### src/rtl/frame_sequencer.sv
// Shared frame sequencer: divides the clock into steps and emits registered
// quarter-frame, half-frame and frame strobes for a 4-step or 5-step sequence.
module frame_sequencer #(
  parameter int CLKS_PER_STEP = 104167,
  parameter int DIV_WIDTH     = 17
) (
  input  logic       i_clk,
  input  logic       i_rst,
  input  logic       i_mode,
  input  logic       i_mode_valid,
  input  logic       i_irq_inhibit,
  input  logic       i_irq_ack,
  output logic       o_quarter_frame,
  output logic       o_half_frame,
  output logic       o_frame_pulse,
  output logic       o_irq,
  output logic [2:0] o_step
);

  localparam logic [DIV_WIDTH-1:0] DIV_LAST = DIV_WIDTH'(CLKS_PER_STEP - 1);

  logic [DIV_WIDTH-1:0] div_q, div_d;
  logic [2:0]           step_q, step_d;
  logic                 mode_q, mode_d;
  logic                 quarter_q, quarter_d;
  logic                 half_q, half_d;
  logic                 frame_q, frame_d;
  logic                 irq_q, irq_d;
  logic                 tick;
  logic                 last_step;
  logic                 irq_set;

  assign tick      = (div_q == DIV_LAST);
  assign last_step = mode_q ? (step_q == 3'd4) : (step_q == 3'd3);

  always_comb begin
    div_d     = div_q + DIV_WIDTH'(1);
    step_d    = step_q;
    mode_d    = mode_q;
    quarter_d = 1'b0;
    half_d    = 1'b0;
    frame_d   = 1'b0;
    irq_set   = 1'b0;

    if (tick) begin
      div_d  = '0;
      step_d = last_step ? 3'd0 : step_q + 3'd1;
      case (step_q)
        3'd0, 3'd2: quarter_d = 1'b1;
        3'd1: begin
          quarter_d = 1'b1;
          half_d    = 1'b1;
        end
        3'd3: begin
          // Step 3 is the frame end in 4-step mode and silent in 5-step mode
          if (!mode_q) begin
            quarter_d = 1'b1;
            half_d    = 1'b1;
            frame_d   = 1'b1;
            irq_set   = 1'b1;
          end
        end
        3'd4: begin
          quarter_d = 1'b1;
          half_d    = 1'b1;
          frame_d   = 1'b1;
        end
        default: ;
      endcase
    end

    // A mode write restarts the sequence and discards any coincident tick
    if (i_mode_valid) begin
      mode_d    = i_mode;
      div_d     = '0;
      step_d    = 3'd0;
      quarter_d = i_mode;
      half_d    = i_mode;
      frame_d   = 1'b0;
      irq_set   = 1'b0;
    end

    irq_d = irq_q;
    if (i_irq_inhibit) begin
      irq_d = 1'b0;
    end else if (irq_set) begin
      irq_d = 1'b1;
    end else if (i_irq_ack) begin
      irq_d = 1'b0;
    end
  end

  always_ff @(posedge i_clk) begin
    if (i_rst) begin
      div_q     <= '0;
      step_q    <= 3'd0;
      mode_q    <= 1'b0;
      quarter_q <= 1'b0;
      half_q    <= 1'b0;
      frame_q   <= 1'b0;
      irq_q     <= 1'b0;
    end else begin
      div_q     <= div_d;
      step_q    <= step_d;
      mode_q    <= mode_d;
      quarter_q <= quarter_d;
      half_q    <= half_d;
      frame_q   <= frame_d;
      irq_q     <= irq_d;
    end
  end

  assign o_quarter_frame = quarter_q;
  assign o_half_frame    = half_q;
  assign o_frame_pulse   = frame_q;
  assign o_irq           = irq_q;
  assign o_step          = step_q;

endmodule

### config.mk
export PLATFORM = sky130hd
export DESIGN_NAME = frame_sequencer
export DESIGN_NICKNAME = d
export VERILOG_FILES = /design/src/rtl/frame_sequencer.sv
export SDC_FILE = /design/constraint.sdc
export NUM_CORES = 1
export LEC_CHECK = 0
export CAP_MARGIN = 10
export CORE_ASPECT_RATIO = 1.4
export CORE_MARGIN = 2
export CORE_UTILIZATION = 45
export CTS_CLUSTER_DIAMETER = 150
export CTS_CLUSTER_SIZE = 14
export DETAILED_ROUTE_END_ITERATION = 8
export PLACE_DENSITY_LB_ADDON = 0.3
export SYNTH_ARGS = -nofsm -noshare
export SYNTH_HDL_FRONTEND = slang
export SYNTH_SLANG_ARGS = --single-unit
export TNS_END_PERCENT = 100
### constraint.sdc
create_clock -name i_clk -period 1.75 [get_ports i_clk]
set_input_delay 0.175 -clock i_clk [delete_from_list [all_inputs] [get_ports i_clk]]
set_output_delay 0.175 -clock i_clk [all_outputs]
set_load 0.01 [all_outputs]
==> summary.md <==
| Metric | Value |
|---|---|
| Starting Density | 46.65% |
| Routed via count | 1038 |
| Fmax | 599.9 MHz |
| Commonest non-fill, non-tap cell in the layout | dfxtp_1 |
| Worst VDD drop | 0.0003096 V |
| RSZ-0062 raised after global routing | no |
| Post-CTS sizing | 0 |
| Max stage delay on crit path | 510 ps |
| Initial drt markers | 35 |
| Max Cap Viol | 0 |
| Length of routed wiring on met1 | 1017 um |
| Setup crit end kind | register |
| Top layer in use | met4 |
| Clk slew on worst S/H paths | 130 ps |
| Worst-Skew Late Latency | 320 ps |
| Vias in the first global route | 1016 |
| CTS Sinks | 25 |
| Synth Instances | 136 |
| Detail Route Antenna Nets | 0 |
| Final setup violation count | 0 |
| CP required | 2020 ps |
| Placed wire-length estimate | 1903 um |
| Worst setup margin | 83.11 ps |
| Commonest non-fill, non-tap cells in the layout | 23 x dfxtp_1, 20 x nor2_1, 12 x clkdlybuf4s50_1, 9 x nand3_1, 8 x buf_4 |
| Full die area | 0.003149 mm^2 |
| Cts hold-fix bufs | 0 |
| Layout area overhead | 20.31% |
| Vias/cell | 5.406 |
| Diode count | 0 |
| Post-Syn Area per Cell | 8.970 um^2 |
| Fin crit period | 1667 ps |
| H-tree depth | 1 |
| Top delay family on crit path | simple AND/OR/NAND/NOR gates |
| Distinct cells, synth | 37 |
| Setup TNS | 0 ps |
| Slowest CP cell | or4_4 |
| CTS tree | built |
| Post-Syn Nets | 149 |
| Tcrit/Tclk final | 95.25% |
| Final global-route overflow total | 0 |
| WL final | 2449 um |
| Metal2 WL | 1312 um |
| Routed len/inst | 12.76 um |
| I/O pin count | 13 |
| Port bufs | 12 |
| Share of cells above drive strength 1 | 14.10% |
| PwrDens | 599.2 mW/mm^2 |
| Initial antenna violation count | 0 |
| Crit path max fanout | 5 |
| Die W | 48.01 um |
| Setup Crit Path Kind | reg -> reg |
| # rows | 22 |
| Clock Power Share | 29.6% |
| Maximum buffer depth of the clock tree | 2 |
| RD Place Congestion | 0.7550 |
| First-pass GRT wire length | 4202 um |
| Total iterations of the first detailed-routing run | 4 |
| Crit start category | register |
| NetSw | 0.0001966 W |
| Yosys warnings | 0 |
| Total CTS buffers | 3 |
| CP bufs+invs | 0 |
| Worst slew pin tran | 331.9 ps |
| LEAKAGE | 0.5153 nW |
| Buffer count from post-CTS setup fixing | 0 |
| Worst-path cell chain | ha_1, nand4_2, or2_4, or4_4, a21oi_2 |
| Final Max Slew Viols | 0 |
| Critical Path AT | 1940 ps |
| Yosys reg bits | 25 |
| Largest net degree at the start of global routing | 15 |
| All-Layer GR Usage | 18.60% |
| Final Skew | 2.029 ps |
| Seq pwr share | 65.8% |
| Fin. Hold Viols | 0 |
| Met3 routed wirelength | 66 um |
| Final layout net count | 170 |
| DP Worst Slack | 60.44 ps |
| Slew margin rel. | 77.67% |
| Root Buffer | clkbuf_4 |
| Sequential share of the synthesized area | 41.03% |
| CORE AREA | 0.002615 mm^2 |
| Comb power frac | 4.6% |
| DRC violations left | 0 |
| Int Power | 0.0006828 W |
| Die H | 65.61 um |
| Switching fraction of total power | 22.35% |
| Area of the mapped netlist | 0.001220 mm^2 |
| Status | finished clean |
| Hold crit path type | in -> reg |
-- sequential cells by signal, summed over array words and instances, names as in the netlist --
| name | flops |
|---|---|
| mode_q | 1 |
| div_q | 17 |
| o_half_frame | 1 |
| o_irq | 1 |
| o_quarter_frame | 1 |
| o_step | 3 |
| o_frame_pulse | 1 |
-- cells in the mapped netlist --
library cell,count,area share [%]
o32ai_1,2,1.4
o22ai_1,2,1.0
a211oi_1,1,0.62
mux2i_1,1,0.82
a21oi_1,3,1.2
nand4b_1,1,0.72
and4_2,1,0.82
buf_2,3,1.2
a21boi_0,1,0.62
nand2b_1,2,1.0
ha_1,7,7.2
o21ai_0,1,0.41
and4_1,3,2.2
nor3_1,3,1.2
dfxtp_1,25,41
xnor2_1,6,4.3
and3_1,3,1.5
a21oi_2,1,0.72
nand3_1,9,3.7
nand2_1,7,2.2
and4bb_2,1,1.0
nand4_2,1,1.0
a31oi_1,1,0.51
xor2_1,7,5.0
or3_1,1,0.51
nand4_1,5,2.6
nor4b_1,1,0.72
inv_1,6,1.8
or2_4,1,0.72
or4_1,1,0.62
nor2_1,20,6.2
or4_4,1,0.92
buf_4,1,0.62
o31ai_1,2,1.2
or2_2,1,0.51
nor2b_1,2,1.0
nor4_1,2,1.0
-- metal layers --
metal	track usage, %	up-vias
met3	2.473	5
li1	-	522
met5	0	-
met1	20.27	491
met2	32.83	20
met4	9.122	0
-- worst paths after layout --
kind / slack, ps / end / from / cells after the start
setup / recovery: 80 / div_q[16]$_SDFF_PP0_ / div_q[0]$_SDFF_PP0_ / 5
hold / removal: 370 / o_irq$_SDFFE_PP0P_ / i_irq_inhibit / 2
setup reg to reg: 80 / div_q[16]$_SDFF_PP0_ / div_q[0]$_SDFF_PP0_ / 5
hold reg to reg: 450 / div_q[0]$_SDFF_PP0_ / div_q[0]$_SDFF_PP0_ / 1
-- power groups by stage --
| stage | sequential, W | clock (W) | combinational (W) |
|---|---|---|---|
| finish | 0.000579 | 0.000260 | 0.0000405 |
| global route | 0.000580 | 0.000292 | 0.0000446 |
| CTS | 0.000578 | 0.000267 | 0.0000406 |
| detailed placement | 0.000591 | 0 | 0.0000403 |
| global placement | 0.000590 | 0 | 0.0000401 |
| floorplan | 0.000591 | 0 | 0.0000172 |
-- final cells by class --
class / instances / area [um^2]
repair buffers: 20 / 180.2
clock buffers: 3 / 22.52
flip-flops and latches: 25 / 503.0
well taps: 36 / 45.04
inverters: 6 / 22.52
clock inverters: 1 / 5.005
multi-input cells: 101 / 689.4
fillers: 247 / 1147
-- per-stage QoR --
stage / instance area (um^2) / power (W) / hold WS, ps / std cells / utilization, %
global route: 1468 / 0.0009165 / 378.6 / 192 / 56.12
global placement: 1423 / 0.0006305 / 452.3 / 188 / 54.40
finish: 1468 / 0.0008794 / 374.5 / 192 / 56.12
floorplan: 1220 / 0.0006083 / 244.1 / 136 / -
detailed placement: 1423 / 0.0006311 / 468.3 / 188 / 54.40
CTS: 1450 / 0.0008857 / 372.0 / 192 / 55.45
-- kinds of logic (layout without fill, tap and decap cells) --
logic type      Yosys count  in the layout  synth area share (%)
simple gates             66             66                 30.15
flops                    25             25                 41.03
compound gates           14             14                 7.795
xor+xnor                 13             13                 9.333
buf+inv                  10             30                 3.692
fa+ha+maj                 7              7                 7.179
mux                       1              1                0.8205
No activity file was read; power rests on OpenSTA's default activity.
